<file path="config.mk">
export PLATFORM = sky130hd
export DESIGN_NAME = mul_div_seq_divider
export DESIGN_NICKNAME = d
export VERILOG_FILES = /design/src/rtl/mul_div_seq_divider.sv
export SDC_FILE = /design/constraint.sdc
export NUM_CORES = 1
export LEC_CHECK = 0
export ABC_CLOCK_PERIOD_IN_PS = 3800
export CAP_MARGIN = 20
export CORE_MARGIN = 4
export CORE_UTILIZATION = 25
export CTS_CLUSTER_DIAMETER = 80
export CTS_CLUSTER_SIZE = 16
export DETAILED_ROUTE_END_ITERATION = 10
export PLACE_DENSITY = 0.48
export SLEW_MARGIN = 10
export SYNTH_ARGS = -nofsm -noshare
export SYNTH_HDL_FRONTEND = slang
export SYNTH_SLANG_ARGS = --single-unit
</file>
<file path="constraint.sdc">
create_clock -name clk -period 3.8 [get_ports clk]
set_clock_uncertainty 0.15 [all_clocks]
set_input_delay 0.57 -clock clk [delete_from_list [all_inputs] [get_ports clk]]
set_output_delay 0.57 -clock clk [all_outputs]
set_load 0.1 [all_outputs]
</file>
<file path="src/rtl/mul_div_seq_divider.sv">
// Sequential restoring divider for DIV/DIVU: one quotient bit per cycle,
// quotient to lo, remainder to hi, start/busy/done handshake.
module mul_div_seq_divider (
  input  logic        clk,
  input  logic        rst_n,
  input  logic        start,
  input  logic        is_signed,
  input  logic [31:0] dividend,
  input  logic [31:0] divisor,
  output logic        busy,
  output logic        done,
  output logic [31:0] lo,
  output logic [31:0] hi,
  output logic        div_by_zero
);

  typedef enum logic [1:0] {
    IDLE   = 2'd0,
    RUN    = 2'd1,
    FINISH = 2'd2
  } state_t;

  state_t      state_r;
  state_t      state_s;
  logic [31:0] rem_r;
  logic [31:0] q_r;
  logic [31:0] dvs_r;
  logic [4:0]  cnt_r;
  logic        q_neg_r;
  logic        r_neg_r;

  logic [32:0] rem_sh_s;
  logic [31:0] diff_s;
  logic        carry_s;
  logic        no_borrow_s;

  function automatic logic [31:0] neg_if(input logic [31:0] v, input logic en);
    return en ? (32'd0 - v) : v;
  endfunction

  // Trial subtraction: the bit shifted out of rem forces "fits", otherwise
  // the carry of rem + ~divisor + 1 decides.
  always_comb begin
    rem_sh_s             = {rem_r, q_r[31]};
    {carry_s, diff_s}    = {1'b0, rem_sh_s[31:0]} + {1'b0, ~dvs_r} + 33'd1;
    no_borrow_s          = rem_sh_s[32] | carry_s;
  end

  // Next-state logic.
  always_comb begin
    state_s = state_r;
    case (state_r)
      IDLE: begin
        if (start) state_s = RUN;
        else       state_s = IDLE;
      end
      RUN: begin
        if (cnt_r == 5'd0) state_s = FINISH;
        else               state_s = RUN;
      end
      FINISH:  state_s = IDLE;
      default: state_s = IDLE;
    endcase
  end

  // State, datapath and registered outputs.
  always_ff @(posedge clk or negedge rst_n) begin
    if (!rst_n) begin
      state_r     <= IDLE;
      rem_r       <= 32'd0;
      q_r         <= 32'd0;
      dvs_r       <= 32'd0;
      cnt_r       <= 5'd0;
      q_neg_r     <= 1'b0;
      r_neg_r     <= 1'b0;
      busy        <= 1'b0;
      done        <= 1'b0;
      lo          <= 32'd0;
      hi          <= 32'd0;
      div_by_zero <= 1'b0;
    end else begin
      state_r <= state_s;
      busy    <= (state_s != IDLE);
      done    <= (state_r == FINISH);
      case (state_r)
        IDLE: begin
          if (start) begin
            rem_r   <= 32'd0;
            q_r     <= neg_if(dividend, is_signed & dividend[31]);
            dvs_r   <= neg_if(divisor, is_signed & divisor[31]);
            cnt_r   <= 5'd31;
            q_neg_r <= is_signed & (dividend[31] ^ divisor[31]);
            r_neg_r <= is_signed & dividend[31];
          end
        end
        RUN: begin
          q_r   <= {q_r[30:0], no_borrow_s};
          rem_r <= no_borrow_s ? diff_s : rem_sh_s[31:0];
          cnt_r <= cnt_r - 5'd1;
        end
        FINISH: begin
          lo          <= neg_if(q_r, q_neg_r);
          hi          <= neg_if(rem_r, r_neg_r);
          div_by_zero <= (dvs_r == 32'd0);
        end
        default: begin
          rem_r <= 32'd0;
        end
      endcase
    end
  end

endmodule

</file>
Word level (Yosys, flattened, before mapping)
Cells that the tools add are included.
W data, S select, Z words.
- register bits: 172
- input port bits: 68
- output and inout port bits: 67
- logic and storage cells: 51
- add/sub/neg operators: 7
- equal/unequal tests: 3
- muxes and demuxes: 14
- bitwise operators: 7
- reductions and logical operators: 8
- operators by type and width (kind ; count):
    $mux W32 ; 7
    $sub A1 B32 Y32 const A ; 4
    $pmux W32 S3 ; 1
    $pmux W32 S2 ; 1
    $add A32 B32 Y33 ; 1
    $add A33 B1 Y33 const B ; 1
    $logic_not A32 Y1 ; 1
    $not A32 Y32 ; 1
    $pmux W5 S2 ; 1
    $reduce_and A2 Y1 ; 3
    $logic_not A5 Y1 ; 1
    $mux W5 ; 1
    $sub A5 B1 Y5 const B ; 1
    $pmux W2 S2 ; 1
    $reduce_bool A2 Y1 ; 2
    $and A1 B1 Y1 ; 3
    $eq A2 B1 Y1 const B ; 1
    $eq A2 B2 Y1 const B ; 1
    $logic_not A2 Y1 ; 1
    $mux W2 ; 1
    $ne A2 B2 Y1 const B ; 1
    $mux W1 ; 1
    $not A1 Y1 ; 1
    $or A1 B1 Y1 ; 1
    $xor A1 B1 Y1 ; 1

Longest topological paths before layout
Gate-level depths: netlist of run 1.
- depth in word-level cells: 6
- gate-level depth with buffers: 14
- depth with buffers taken out: 12

Worst setup path after synthesis of run 1
OpenSTA, ideal clock, no wires.
- path type: reg2reg
- from: reg q_r[31]
- to: reg rem_r[20]
- setup time: 0.134 ns
- data arrival time: 3.056 ns
- data required time: 3.516 ns
- slack: 0.460 ns
- cell stages (with the launch flop): 15
- buffers on the path: 2
- period minus slack after synthesis: 3.340 ns
- path through: dfrtp_1 > inv_1 > ha_1 > fa_1 > nand2b_1 > a21o_1 > a211o_1 > o21ai_1 > a21oi_1 > o21ai_1 > a31o_2 > clkbuf_1 > clkbuf_1 > mux2i_1 > o21ai_0
- word-level cells in the longest chain between the ends: 5
- RTL lines (what ; line ; RTL):
    start, declared ; 26 ; logic [31:0] q_r;
    start signal, assigned ; 89 ; q_r <= neg_if(dividend, is_signed & dividend[31]);
    start signal, assigned ; 97 ; q_r <= {q_r[30:0], no_borrow_s};
    $add A32 B32 Y33 (*) ; 45 ; {carry_s, diff_s} = {1'b0, rem_sh_s[31:0]} + {1'b0, ~dvs_r} + 33'd1;
    $add A33 B1 Y33 (*) ; 45 ;
    $or A1 B1 Y1 ; 46 ; no_borrow_s = rem_sh_s[32] | carry_s;
    $mux W32 (*) ; 98 ; rem_r <= no_borrow_s ? diff_s : rem_sh_s[31:0];
    $pmux W32 S3 (*) ; 85 ; case (state_r)
    end signal, assigned ; 98 ;
    end, declared ; 25 ; logic [31:0] rem_r;
Mark *: on every way between the ends. The rest lies on a longest branch, timed or not.
A chain may end at the register's enable or synchronous reset.

Worst setup path after layout of run 1
- from: reg q_r[9]
- to: reg lo[31]
- word-level cells in the longest chain between the ends: 2
- RTL lines (what ; line ; RTL):
    $sub A1 B32 Y32 ; 38 ; return en ? (32'd0 - v) : v;
    $mux W32 ; 38 ;
    end signal, assigned ; 102 ; lo <= neg_if(q_r, q_neg_r);
    end, declared ; 12 ; output logic [31:0] lo,
No other way between the ends.

==> impl_metrics.toml, run 1 <==
[outcome]
status = "finished clean"

[timing]
setup-violations-final = 0
period_minus_slack_ns = 3.35
worst-slew-pin-transition_ns = 1.02
fin_setup_tns_ns = 0
fin_crit_sh_pct = 88.1
setup_ws_ns = 0.453
rsz0062_at_grt = "no"
fmax_ghz = 0.299
slew_headroom_pct = 31.7
final-max-slew-violation-count = 0
hold_viol = 0

[clock_tree]
post_cts_buffers = 0
path_clk_slew_ns = 0.07
cts_root_buf = "clkbuf_16"
max-clock-path-buffers = 2
cts_tree = "done"
clock_latency_ns = 0.44
h-tree-depth = 4
cts_buffers = 17
clock-sinks = 172

[power_and_ir_drop]
leakagePower_uw = 0.00565
vdd_drop_max_uv = 446
power_density_nw_per_um2 = 861

[floorplan]
rows = 76
die_x_um = 218
io_pins = 135
core_area_um2 = 43400
start_util_pct = 25.4
fp.dieH_um = 218
die_area_um2 = 47500

[critical_path]
worstPathRequired_ns = 3.96
arrival_ns = 3.50
worstPathMaxFanout = 5
end_kind = "flip-flop"
critPathLaunchType = "flip-flop"
worst-setup-path-type = "flip-flop to flip-flop"

[cells_and_area]
layout_commonest_cell = "nand2_1"
n_antenna_cell = 0
final_area_um2 = 13800
drive_gt1_share_pct = 6.83
syn2layout_area_growth_pct = 24.8
layout_common_cells = "nand2_1 (193), o21ai_0 (189), dfrtp_1 (172)"
fin_nets = 1499

[route]
routed_wl_um = 32300
drt-initial-drc-count = 429
wl_per_cell_um = 16.2
dr_total_vias = 9300
route.detailed.drc = 0
antenna_left = 0
via_per_inst = 4.67
dr.pass1.iters = 4

[synthesis]
avgSynthCellArea_um2 = 8.65
syn-num-nets = 1380
synthDistinctLibCells = 66
synth_edf_count = 0
netlist_area_um2 = 11000
synth-seq-cells = 172
synth_seq_area_share_pct = 39.0
yosysWarnings = 0
async_reset_ff_share_pct = 100
ys.flop_type = "dfrtp_1"
syn_inst = 1274

[global_route]
overflow = 0
grt_first_pass_wirelength_um = 52300
grtUsageTotal_pct = 13.7
antenna_found_initial = 0
grt_start_max_net_pins = 80
grt_pass1_vias = 9155

[placement]
placed_cell_area_um2 = 13200
port_buffers = 134
place_hpwl_um = 25300
gp_routability_congestion = 0.889
dpl_worst_slack_ns = 0.0436

[run]
maxCapViolCount = 0

[worst_hold_path]
worstHoldPathType = "flip-flop to flip-flop"
==> layer usage <==
| layer | GRT usage (%) | vias to the layer above | part of all wire, % |
|---|---|---|---|
| li1 | - | 4782 | - |
| met1 | 20.2 | 4350 | 51 |
| met2 | 20.5 | 141 | 43 |
| met3 | 2.76 | 27 | 3.7 |
| met4 | 3.62 | 0 | 1.6 |
| met5 | 0 | - | 0 |
==> timing repair <==
action,CTS,global route
hold endpoints to repair,22,0
hold buffers,1,0
resized for setup,0,0
==> power breakdown <==
group          internal (uW)  total (uW)  switching [uW]  leakage, uW
registers               2490        3350             861      0.00204
logic                   2890        6800            3900      0.00334
clock network            939        1700             765     0.000267
==> synth_stat cells (all sizes together), types with 2 or more instances <==
cell type,n,share of area (%)
o2111ai,3,0.24
a41oi,3,0.24
xor2,99,7.9
a31oi,9,0.51
nor2,40,1.4
o22a,6,0.48
a32oi,6,0.48
and2,4,0.23
a22oi,24,1.6
or3,7,0.44
o211ai,4,0.27
o31ai,30,2.1
a211oi,3,0.20
a31o,3,0.24
nor2b,12,0.68
nor3b,2,0.14
xnor2,47,3.7
a211o,2,0.16
nand3,17,0.82
o41ai,16,1.5
or4,18,1.4
dfrtp,172,39
nand2b,14,0.79
nand4,12,0.68
or2,5,0.28
a22o,2,0.16
ha,37,4.2
nand2,194,6.6
clkbuf,67,2.3
a21o,16,1.1
o21bai,4,0.27
mux2i,27,2.5
nor4,21,1.5
a21oi,62,2.8
o221ai,2,0.16
inv,53,1.8
and3,3,0.17
buf,4,0.16
o21ai,197,8.9
nor3,13,0.68
==> final cells by class <==
type                    instances  area, um^2
inverters                      53         199
repair buffers                171        1690
flip-flops and latches        172        4300
multi-input cells             978        6270
clock buffers                  23         468
fillers                      4629       29600
well taps                     585         732
clock inverters                 9        90.1
==> worst max-delay path, cell delays in order (launching register included) <==
cell	delay, ns
dfrtp_1	0.45
or4_4	0.58
nor4_4	0.18
nand3_2	0.15
or2_1	0.28
or3_4	0.36
or4_4	0.45
o31ai_2	0.24
xnor2_1	0.27
o21ai_1	0.09
==> final timing paths <==
kind | from | endpoint | slack (ns) | depth (start not counted)
max | q_r[9] | lo[31] | 0.45 | 9
min | hi[0] | hi[0] | 0.33 | 2
max reg2reg | q_r[9] | lo[31] | 0.45 | 9
min reg2reg | hi[0] | hi[0] | 0.33 | 2
max in group asynchronous | rst_n | q_r[25] | 2.05 | 3
min in group asynchronous | rst_n | hi[6] | 0.53 | 2
==> cells by family after synthesis <==
group | after synthesis | share of synthesized area, %
adder cells (fa/ha/maj) | 38 | 4.38
XOR/XNOR | 146 | 11.6
flip-flops | 172 | 39.0
buffers and inverters | 124 | 4.24
AND/OR/NAND/NOR | 366 | 16.1
AO/OA/AOI/OAI | 401 | 22.2
multiplexers | 27 | 2.45
==> flip-flops by register name, summed over array words and instances, names as in the netlist, 2 cells and up <==
name,flops
q_r,32
lo,32
state_r,2
hi,32
rem_r,32
dvs_r,32
cnt_r,5
==> through the flow <==
stage               cells  utilization [%]  total power, uW  hold WS, ns
floorplan            1274                -             8220        0.124
global placement     1957             30.4            10100        0.313
detailed placement   1958             30.4            10200        0.321
CTS                  1991             31.7            12000        0.330
global route         1991             31.7            12900        0.349
finish               1991             31.7            11800        0.328
No activity file was read; power rests on OpenSTA's default activity.
==> inputs of run 2 (changes only) <==
--- a/config.mk
+++ b/config.mk
@@ -7,12 +7,14 @@
 export LEC_CHECK = 0
 export ABC_CLOCK_PERIOD_IN_PS = 3800
 export CAP_MARGIN = 20
+export CELL_PAD_IN_SITES_DETAIL_PLACEMENT = 0
+export CELL_PAD_IN_SITES_GLOBAL_PLACEMENT = 2
 export CORE_MARGIN = 4
 export CORE_UTILIZATION = 25
 export CTS_CLUSTER_DIAMETER = 80
 export CTS_CLUSTER_SIZE = 16
 export DETAILED_ROUTE_END_ITERATION = 10
-export PLACE_DENSITY = 0.48
+export PLACE_DENSITY = 0.68
 export SLEW_MARGIN = 10
 export SYNTH_ARGS = -nofsm -noshare
 export SYNTH_HDL_FRONTEND = slang
==> impl_metrics.toml, run 2 (synthesis results as in run 1) <==
[placement]
gp_routability_congestion = 0.829
port_buffers = 134
place_hpwl_um = 26800
placed_cell_area_um2 = 13200

[clock_tree]
max-clock-path-buffers = 2
cts_buffers = 17
cts_root_buf = "clkbuf_16"
cts_hold_buf = 1
h-tree-depth = 4
cts_tree = "done"
clock-sinks = 172
path_clk_slew_ns = 0.07
cts_resized = 0
clock_latency_ns = 0.46
post_cts_buffers = 0

[global_route]
gr-usage-met3_pct = 2.09
grt_first_pass_wirelength_um = 54300
grtUsageTotal_pct = 14.5
grt_pass1_vias = 9248
use_met2_pct = 21.5
grtUsageMet1_pct = 22.0
antenna_found_initial = 1
overflow = 0
grt_start_max_net_pins = 69
busiest_layer = "met1"

[outcome]
status = "finished clean"

[route]
via_per_inst = 4.74
routed_wl_um = 34200
drt-initial-drc-count = 554
wl_per_cell_um = 17.1
route.detailed.drc = 0
dr.pass1.iters = 5
dr_total_vias = 9471
antenna_left = 0

[critical_path]
reg2reg_depth = 13
r2r-end = "rem_r[9]"
reg2reg_slack_ns = 0.38
regToRegStartpoint = "q_r[31]"
end_kind = "flip-flop"
worst-setup-path-type = "flip-flop to flip-flop"
worstPathRequired_ns = 3.96
arrival_ns = 3.58
worstPathMaxFanout = 19
critPathLaunchType = "flip-flop"

[timing]
holdWs_ns = 0.323
period_minus_slack_ns = 3.42
worst-slew-pin-transition_ns = 1.03
setup-violations-final = 0
fin_setup_tns_ns = 0
rsz0062_at_grt = "no"
fin_crit_sh_pct = 90.0
slew_headroom_pct = 31.1
hold_viol = 0
final-max-slew-violation-count = 0
fmax_ghz = 0.292

[floorplan]
io_pins = 135
die_area_um2 = 47500
core_area_um2 = 43400
rows = 76
fp.dieH_um = 218
start_util_pct = 25.4
die_x_um = 218

[worst_hold_path]
holdPathEnd = "cnt_r[3]"
hold_depth = 1
hold_start = "cnt_r[3]"
worstHoldPathType = "flip-flop to flip-flop"

[cells_and_area]
layout_commonest_cell = "nand2_1"
n_antenna_cell = 0
fill_cells = 4653
syn2layout_area_growth_pct = 25.0
drive_gt1_share_pct = 7.37
layout_common_cells = "nand2_1 (193), o21ai_0 (189), dfrtp_1 (172)"
final_area_um2 = 13800
fin_nets = 1504
multiInputGateArea_um2 = 6270
regArea_um2 = 4300

[power_and_ir_drop]
power_density_nw_per_um2 = 878
leakagePower_uw = 0.00567
vdd_drop_max_uv = 373

[run]
maxCapViolCount = 0
## run 2: how the worst max path moves through the flow
stage,slack [ns],endpoint,from
2_1_floorplan,0.46,rem_r[20],q_r[31]
6_report,0.38,rem_r[9],q_r[31]
3_3_place_gp,0.12,q_r[28],dividend[9]
4_1_cts,0.34,rem_r[9],q_r[31]
3_5_place_dp,0.12,q_r[30],dividend[9]
5_1_grt,0.14,rem_r[14],q_r[31]
## run 2: metrics by stage
| step | utilization [%] | power (uW) | cells | setup slack [ns] |
|---|---|---|---|---|
| 2_1_floorplan | - | 8220 | 1274 | 0.460 |
| 3_3_place_gp | 30.4 | 10400 | 1963 | 0.118 |
| 3_5_place_dp | 30.4 | 10400 | 1963 | 0.117 |
| 4_1_cts | 31.8 | 12200 | 1996 | 0.339 |
| 5_1_grt | 31.8 | 13200 | 1996 | 0.142 |
| 6_report | 31.8 | 12100 | 1996 | 0.379 |
## run 2: layout make-up
class	instances	area share [%]
inverters	53	1.44
repair buffers	176	12.3
clock buffers	17	3.09
clock inverters	15	1.12
flip-flops and latches	172	31.2
multi-input cells	978	45.5
well taps	585	5.31
## run 2: per-layer routing
metal	up-vias	routed length [um]
met5	-	0
met4	0	452
met3	24	1110
met2	179	14700
met1	4475	18000
li1	4793	-
## run 2: where the power goes
group | switching, uW | leakage (uW) | internal, uW | total [uW]
logic | 4030 | 0.00335 | 2920 | 6950
clock network | 847 | 0.000276 | 927 | 1770
registers | 898 | 0.00204 | 2480 | 3380
total | 5770 | 0.00567 | 6340 | 12100
## run 2: worst max-delay path, stage by stage, from the launching register on
cell and delay (ns):
dfrtp_1 0.34, inv_1 0.09, ha_1 0.24, fa_1 0.39, nand2b_1 0.21, a21o_1 0.20
a211o_1 0.30, o21ai_1 0.14, a21oi_1 0.13, o21ai_1 0.23, a31o_2 0.32, buf_12 0.22
mux2i_1 0.20, o21ai_0 0.09
